### src/rtl/pipelined_config_tree_accumulator_if.sv
// Handshake bundle for the pipelined configurable tree accumulator.
// master: upstream PE array + writeback side; slave: the accumulator.
//   in_valid_i/in_ready_o   input beat handshake
//   inputs_i                INPUTS_AMOUNT packed P-bit signed words
//   mode_i                  lane split (00 full, 01 half, 10 quarter, 11 full)
//   acc_len_i               beats per group (0 means 1)
//   out_valid_o/out_ready_i result handshake
//   out_o/out_ovf_o         group sum (low OUT_W bits) and range flag
interface pipelined_config_tree_accumulator_if #(
    parameter int P             = 16,
    parameter int INPUTS_AMOUNT = 8,
    parameter int OUT_W         = 32,
    parameter int ACC_LEN_W     = 8
);
    logic                              in_valid_i;
    logic                              in_ready_o;
    logic [INPUTS_AMOUNT-1:0][P-1:0]   inputs_i;
    logic [1:0]                        mode_i;
    logic [ACC_LEN_W-1:0]              acc_len_i;
    logic                              out_valid_o;
    logic                              out_ready_i;
    logic [OUT_W-1:0]                  out_o;
    logic                              out_ovf_o;

    modport master (
        output in_valid_i,
        output inputs_i,
        output mode_i,
        output acc_len_i,
        output out_ready_i,
        input  in_ready_o,
        input  out_valid_o,
        input  out_o,
        input  out_ovf_o
    );

    modport slave (
        input  in_valid_i,
        input  inputs_i,
        input  mode_i,
        input  acc_len_i,
        input  out_ready_i,
        output in_ready_o,
        output out_valid_o,
        output out_o,
        output out_ovf_o
    );
endinterface

### src/rtl/pipelined_config_tree_accumulator.sv
// Pipelined configurable tree accumulator: splits each word into 1/2/4
// signed lanes, reduces all lanes through a registered binary tree and
// accumulates acc_len beats per group into one signed result.
// Ports:
//   clk_i   clock, rising edge
//   rst_ni  synchronous active-low reset
//   bus     slave side of the handshake bundle (see the interface file)
module pipelined_config_tree_accumulator #(
    parameter int P             = 16,
    parameter int INPUTS_AMOUNT = 8,
    parameter int OUT_W         = 32,
    parameter int ACC_LEN_W     = 8
) (
    input  logic clk_i,
    input  logic rst_ni,
    pipelined_config_tree_accumulator_if.slave bus
);

    localparam int N   = INPUTS_AMOUNT;
    localparam int D   = $clog2(N);
    localparam int W_T = P + D + 1;
    localparam int W_A = P + D + ACC_LEN_W + 1;
    localparam int W_X = (W_A > OUT_W) ? W_A : OUT_W;
    localparam int H   = P / 2;
    localparam int Q   = P / 4;

    // Group state
    logic [1:0]           r_mode;
    logic [ACC_LEN_W-1:0] r_len;
    logic [ACC_LEN_W-1:0] r_cnt;

    // Handshake / control
    logic                 w_stall;
    logic                 w_en;
    logic                 w_accept;
    logic                 w_first;
    logic                 w_last;
    logic [1:0]           w_mode;
    logic [ACC_LEN_W-1:0] w_len;
    logic [ACC_LEN_W-1:0] w_cnt_inc;

    // Tree: heap layout, leaves N..2N-1 form level 0, node 1 is the root.
    // Every node is a register, so level l lands one edge after level l-1.
    logic signed [W_T-1:0] w_leaf [N];
    logic signed [W_T-1:0] r_node [1:2*N-1];
    logic [D:0]            r_vld;
    logic [D:0]            r_first;
    logic [D:0]            r_last;

    // Accumulator and output
    logic signed [W_A-1:0] r_acc;
    logic signed [W_A-1:0] w_root;
    logic signed [W_A-1:0] w_acc_next;
    logic signed [W_X-1:0] w_acc_x;
    logic signed [W_X-1:0] w_out_x;
    logic [OUT_W-1:0]      w_out;
    logic                  w_ovf;
    logic [OUT_W-1:0]      r_out;
    logic                  r_ovf;
    logic                  r_out_valid;

    assign w_stall  = r_out_valid && !bus.out_ready_i;
    assign w_en     = !w_stall;
    assign w_accept = bus.in_valid_i && w_en;

    assign bus.in_ready_o  = w_en;
    assign bus.out_valid_o = r_out_valid;
    assign bus.out_o       = r_out;
    assign bus.out_ovf_o   = r_ovf;

    // Mode and length come from the bus only on the first beat of a group.
    assign w_first   = (r_cnt == '0);
    assign w_mode    = w_first ? bus.mode_i : r_mode;
    assign w_len     = !w_first ? r_len :
                       (bus.acc_len_i == '0) ? ACC_LEN_W'(1) :
                       bus.acc_len_i;
    assign w_cnt_inc = r_cnt + 1'b1;
    assign w_last    = (w_cnt_inc == w_len);

    // Per-word lane sum, each lane sign-extended to tree width.
    always_comb begin
        for (int w = 0; w < N; w++) begin
            w_leaf[w] = '0;
            case (w_mode)
                2'b01: begin
                    for (int j = 0; j < 2; j++) begin
                        w_leaf[w] = w_leaf[w] +
                            {{(W_T-H){bus.inputs_i[w][j*H+H-1]}},
                             bus.inputs_i[w][j*H +: H]};
                    end
                end
                2'b10: begin
                    for (int j = 0; j < 4; j++) begin
                        w_leaf[w] = w_leaf[w] +
                            {{(W_T-Q){bus.inputs_i[w][j*Q+Q-1]}},
                             bus.inputs_i[w][j*Q +: Q]};
                    end
                end
                default: begin
                    w_leaf[w] = {{(W_T-P){bus.inputs_i[w][P-1]}},
                                 bus.inputs_i[w]};
                end
            endcase
        end
    end

    assign w_root     = W_A'(r_node[1]);
    assign w_acc_next = r_first[D] ? w_root : r_acc + w_root;

    // Overflow: truncated value, sign-extended back, must equal the exact sum.
    assign w_acc_x = W_X'(w_acc_next);
    assign w_out   = w_acc_x[OUT_W-1:0];
    assign w_out_x = W_X'(signed'(w_out));
    assign w_ovf   = (w_out_x != w_acc_x);

    always_ff @(posedge clk_i) begin
        if (!rst_ni) begin
            r_mode      <= '0;
            r_len       <= '0;
            r_cnt       <= '0;
            r_vld       <= '0;
            r_first     <= '0;
            r_last      <= '0;
            r_acc       <= '0;
            r_out       <= '0;
            r_ovf       <= 1'b0;
            r_out_valid <= 1'b0;
            for (int i = 1; i < 2*N; i++) begin
                r_node[i] <= '0;
            end
        end else if (w_en) begin
            if (w_accept) begin
                r_cnt <= w_last ? '0 : w_cnt_inc;
                if (w_first) begin
                    r_mode <= bus.mode_i;
                    r_len  <= w_len;
                end
            end

            r_vld   <= {r_vld[D-1:0], w_accept};
            r_first <= {r_first[D-1:0], w_first};
            r_last  <= {r_last[D-1:0], w_last};

            for (int i = 0; i < N; i++) begin
                r_node[N+i] <= w_leaf[i];
            end
            for (int i = 1; i < N; i++) begin
                r_node[i] <= r_node[2*i] + r_node[2*i+1];
            end

            if (r_vld[D]) begin
                r_acc <= w_acc_next;
                if (r_last[D]) begin
                    r_out <= w_out;
                    r_ovf <= w_ovf;
                end
            end

            // A new result wins over a same-edge handshake (no bubble).
            if (r_vld[D] && r_last[D]) begin
                r_out_valid <= 1'b1;
            end else if (bus.out_ready_i) begin
                r_out_valid <= 1'b0;
            end
        end
    end

endmodule

### src/flat_wrapper.sv
// flat-port wrapper written by rule: the top's interface ports become plain ports
module pipelined_config_tree_accumulator_flat 
#(
    parameter int P             = 16,
    parameter int INPUTS_AMOUNT = 8,
    parameter int OUT_W         = 32,
    parameter int ACC_LEN_W     = 8
)
  (clk_i, rst_ni, bus_in_valid_i, bus_inputs_i, bus_mode_i, bus_acc_len_i, bus_out_ready_i, bus_in_ready_o, bus_out_valid_o, bus_out_o, bus_out_ovf_o);
  pipelined_config_tree_accumulator_if #(.P(P), .INPUTS_AMOUNT(INPUTS_AMOUNT), .OUT_W(OUT_W), .ACC_LEN_W(ACC_LEN_W)) bus_i ();
  input  logic clk_i;
  input  logic rst_ni;
  input wire logic [$bits(bus_i.in_valid_i)-1:0] bus_in_valid_i;
  input wire logic [$bits(bus_i.inputs_i)-1:0] bus_inputs_i;
  input wire logic [$bits(bus_i.mode_i)-1:0] bus_mode_i;
  input wire logic [$bits(bus_i.acc_len_i)-1:0] bus_acc_len_i;
  input wire logic [$bits(bus_i.out_ready_i)-1:0] bus_out_ready_i;
  output wire logic [$bits(bus_i.in_ready_o)-1:0] bus_in_ready_o;
  output wire logic [$bits(bus_i.out_valid_o)-1:0] bus_out_valid_o;
  output wire logic [$bits(bus_i.out_o)-1:0] bus_out_o;
  output wire logic [$bits(bus_i.out_ovf_o)-1:0] bus_out_ovf_o;
  assign bus_i.in_valid_i = bus_in_valid_i;
  assign bus_i.inputs_i = bus_inputs_i;
  assign bus_i.mode_i = bus_mode_i;
  assign bus_i.acc_len_i = bus_acc_len_i;
  assign bus_i.out_ready_i = bus_out_ready_i;
  assign bus_in_ready_o = bus_i.in_ready_o;
  assign bus_out_valid_o = bus_i.out_valid_o;
  assign bus_out_o = bus_i.out_o;
  assign bus_out_ovf_o = bus_i.out_ovf_o;
  pipelined_config_tree_accumulator #(.P(P), .INPUTS_AMOUNT(INPUTS_AMOUNT), .OUT_W(OUT_W), .ACC_LEN_W(ACC_LEN_W)) u_core (.clk_i(clk_i), .rst_ni(rst_ni), .bus(bus_i));
endmodule
### config.mk
export PLATFORM = sky130hd
export DESIGN_NAME = pipelined_config_tree_accumulator_flat
export DESIGN_NICKNAME = d
export VERILOG_FILES = /design/src/rtl/pipelined_config_tree_accumulator_if.sv /design/src/rtl/pipelined_config_tree_accumulator.sv /design/src/flat_wrapper.sv
export SDC_FILE = /design/constraint.sdc
export NUM_CORES = 1
export LEC_CHECK = 0
export CAP_MARGIN = 20
export CORE_MARGIN = 4
export CORE_UTILIZATION = 47
export CTS_CLUSTER_SIZE = 28
export DETAILED_ROUTE_END_ITERATION = 8
export PLACE_DENSITY = 0.67
export SETUP_SLACK_MARGIN = 0.2
export SYNTH_ARGS = -nofsm -noshare
export SYNTH_HDL_FRONTEND = slang
export SYNTH_SLANG_ARGS = --single-unit
### constraint.sdc
create_clock -name clk_i -period 13.31 [get_ports clk_i]
set_clock_uncertainty 0.05 [all_clocks]
set_input_delay 3.3275 -clock clk_i [delete_from_list [all_inputs] [get_ports clk_i]]
set_output_delay 3.3275 -clock clk_i [all_outputs]
set_load 0.005 [all_outputs]
==> flow_results.org <==
** Clock tree
- The number of clock buffers added by TritonCTS is between 40 and 50.
- Hold bufs inserted after CTS :: 0
- After clock tree synthesis, the clock-pin slew on the worst setup and hold paths is approximately 0.060 ns.
- Counting along the longest clock path gives a buffer depth of 3.
- Worst skew pair latency :: roughly 0.59 ns
- Post-cts gate resize count :: 0
- Buffer cell driving the clock tree root :: sky130_fd_sc_hd__clkbuf_16
- Sink Count :: a little under 400
- TritonCTS built the clock tree.
- Clock H-tree levels :: 2
- The number of setup buffers added after CTS is 0.

** Worst setup path
- Data arrival time at the worst-slack endpoint :: about 5.7 ns
- Of all nets on the critical path, the largest fanout is 25.
- Worst setup path class :: in -> out
- CP endpoint kind :: primary output
- Measured in cells, the most critical reg-to-reg path has a length of 13.
- The startpoint identified for the worst register-to-register timing path is u_core.r_cnt[0].
- Crit path required time :: between 9 and 10 ns
- STA classifies the critical path startpoint as a primary input.
- Worst reg2reg setup slack :: a little under 9 ns
- Reg-to-reg critical path endpoint :: u_core.r_node[10][11]

** Flow run
- Across the run, the number of max-cap violations was 0.

** Floorplanning
- For this configuration, the core starts out at a cell density of 47.4%.
- roughly 180 I/O pins were placed.
- Vertical die dimension :: ~260 um
- From left edge to right edge, the die measures 260 um.
- The floorplan step defined a die boundary enclosing between 60000 and 70000 um2.
- The initialized floorplan defines 92 standard-cell rows.
- After floorplanning, the core was sized to cover approximately 63000 um2.

** Synth
- #FFs+latches synth :: just under 400
- In the synthesized netlist, the number of instances is between 3000 and 4000.
- The biggest area contributor in the post-synthesis netlist is sky130_fd_sc_hd__edfxtp_1.
- Count of cell types in the netlist :: 77
- Top-area cell type share of the netlist area :: ~30%
- After synthesis, the share of flip-flops with an asynchronous set or reset is 0%.
- Number of flops mapped to enable cells by yosys :: 300
- The synthesized netlist occupies a cell area of between 20000 and 30000 um2.
- In this run the mean area of a mapped cell was slightly below 10 um2.
- Summing the sequential cell areas from Yosys gives approximately 36% of the chip area.
- Yosys warnings :: 0
- Top area cells in the synthesized netlist :: sky130_fd_sc_hd__edfxtp_1 30%, sky130_fd_sc_hd__ha_1 13%, sky130_fd_sc_hd__fa_1 8.1%, sky130_fd_sc_hd__dfxtp_1 5.8%, sky130_fd_sc_hd__a21oi_1 4.7%
- Among all flip-flop cells after synthesis, the most frequent one is sky130_fd_sc_hd__edfxtp_1.
- Nets in the synthesized netlist :: ~3600

** Placement
- OpenSTA, run right after detailed placement, puts the worst setup slack at 4.28 ns.
- Detailed placement ended at an HPWL of roughly 56 mm.
- The count of buffers added on input and output ports is 175.
- Gp weighted congestion :: 0.937

** STA
- Setup total negative slack :: 0 ns
- Maximum clock frequency :: ~110 MHz
- Setup repair after global routing left no endpoint under its margin.
- For the pin with the worst max-slew slack, the measured transition is about 0.99 ns.
- In this run the tightest slew margin relative to its limit is between 30% and 40%.
- The number of hold-slack violations in the final timing report was 0.
- Shortest period the worst path allows :: roughly 9.0 ns
- Setup violations remaining at the end of the flow were counted as 0.
- Final Worst Setup Slack :: roughly 4.3 ns
- The final critical path takes up 68.0% of the cycle.
- The number of slew-limit violations in the final report is 0.

** Global route
- For this run the aggregate overflow at the end of global routing stands at 0.
- The number of global-route vias before repair was approximately 23000.
- Global routing consumed, over all layers together, between 20% and 30% of the routing resources.
- Largest net degree at the start of global routing :: ~160
- The first global-routing pass estimated around 120 mm of wire.
- The initial antenna violation count came to 8.

** Routing
- Antenna violation net count after detailed routing :: 0
- Average wire per standard cell :: between 15 and 20 um
- DR vias :: approximately 23000
- The detailed router finished its first iteration with around 1600 violations.
- The first detailed-routing pass ran for 8 iterations.
- For this run, design rule violations remaining after detail routing come to 0.
- After detailed routing, the number of vias per cell comes to approximately 5.7.
- For this block, the routed nets add up to ~75 mm of wire.

** Power and ir drop
- IR analysis of the VDD net gives a maximum drop of 0.0914 mV.
- Leakage power summed over all cells :: ~0.014 uW
- Overall power consumption after layout is estimated at 5050 uW.
- Power density over the cells :: between 100 and 150 nW/um2

** Layout
- After filler insertion, the fill cell instance count of the layout stands at about 5500.
- Layout overhead on the synthesized area :: 13.5%
- The post-route netlist has 3.75% of its cells at a drive strength greater than 1.
- The library cell used most frequently in the layout, excluding fill and tap cells, is sky130_fd_sc_hd__edfxtp_1.
- Nets :: ~3700
- Most frequent cells in the layout :: 300 x sky130_fd_sc_hd__edfxtp_1, 298 x sky130_fd_sc_hd__ha_1, 279 x sky130_fd_sc_hd__a21oi_1, 278 x sky130_fd_sc_hd__nor2_1, 210 x sky130_fd_sc_hd__inv_1

** Run status
- Status :: finished, final reports clean

** Min path
- Hold path startpoint :: u_core.r_last[2]
- Counting instances, the worst hold path has a depth of 2.
- Path category of the worst min-delay check :: reg -> reg
- The path with the worst hold slack has its endpoint at u_core.r_last[2].
==> worst max-delay path by stage <==
stage / cells after the start / start / slack, ns / end
final: 4 / bus_out_ready_i / 4.26 / bus_in_ready_o
after global routing: 4 / bus_out_ready_i / 4.12 / bus_in_ready_o
after CTS: 4 / bus_out_ready_i / 4.26 / bus_in_ready_o
after detailed placement: 4 / bus_out_ready_i / 4.28 / bus_in_ready_o
after global placement: 4 / bus_out_ready_i / 4.34 / bus_in_ready_o
after floorplan: 4 / bus_out_ready_i / 2.16 / u_core.r_node[10][0]
==> synthesized netlist by cell type, types with 87 or more instances <==
master and instances:
sky130_fd_sc_hd__edfxtp_1 300, sky130_fd_sc_hd__ha_1 300, sky130_fd_sc_hd__a21oi_1 279, sky130_fd_sc_hd__nor2_1 279, sky130_fd_sc_hd__inv_1 211, sky130_fd_sc_hd__o21ai_0 191
sky130_fd_sc_hd__nand2_1 143, sky130_fd_sc_hd__fa_1 120, sky130_fd_sc_hd__xnor2_1 117, sky130_fd_sc_hd__clkbuf_1 104, sky130_fd_sc_hd__xor2_1 91, sky130_fd_sc_hd__a21o_1 89
sky130_fd_sc_hd__dfxtp_1 87
==> where the power goes <==
group | leakage [uW] | switching [uW] | total, uW | internal (uW)
registers | 0.00423 | 126 | 1730 | 1610
clock network | 0.000724 | 523 | 1260 | 738
logic | 0.00950 | 1200 | 2050 | 849
==> kinds of logic after synthesis <==
group / Yosys count / share of synthesized area (%)
fa+ha+maj: 420 / 20.7
buf+inv: 335 / 4.30
mux: 24 / 0.815
xor+xnor: 208 / 6.12
simple gates: 764 / 12.3
compound gates: 912 / 19.7
other cells: 1 / 0.0126
flops: 387 / 36.1
==> per-layer routing <==
layer,vias to the layer above,track usage (%),routed length (um)
li1,11300,-,-
met1,11100,29.7,33800
met2,645,36.2,35700
met3,121,3.33,4130
met4,8,6.39,1820
met5,-,0,47
==> metrics by stage <==
step	std cells	instance area (um2)	hold slack (ns)	util, %
final	4049	33800	0.403	53.8
after global routing	4047	33800	0.428	53.8
after CTS	4046	33800	0.396	53.8
after detailed placement	3968	32300	0.394	51.4
after global placement	3968	32300	0.390	51.4
after floorplan	3051	29800	0.382	-
==> state kept, by name, indices dropped and copies added, names as in the netlist <==
name / cells
u_core.r_last: 4
u_core.r_first: 4
u_core.bus.out_valid_o: 1
u_core.r_len: 8
u_core.r_node: 300
u_core.r_vld: 4
u_core.r_cnt: 8
u_core.r_mode: 2
u_core.r_acc: 28
u_core.bus.out_o: 28
==> area by class of cell <==
type	instances	area [um2]	share of cell area, %
Tap cell	846	1060	3.13
Clock buffer	43	1080	3.18
Inverter	214	803	2.38
Antenna cell	3	7.51	0.0222
Multi-Input combinational cell	2329	17800	52.6
Clock inverter	35	423	1.25
Timing Repair Buffer	192	1890	5.60
Sequential cell	387	10800	31.8
==> critical path, cell delays in order <==
cell,delay (ns)
sky130_fd_sc_hd__clkdlybuf4s50_1,0.42
sky130_fd_sc_hd__nor2b_2,0.67
sky130_fd_sc_hd__inv_1,0.63
sky130_fd_sc_hd__clkdlybuf4s50_1,0.61
Note: power is estimated with default switching activity, not from simulation.
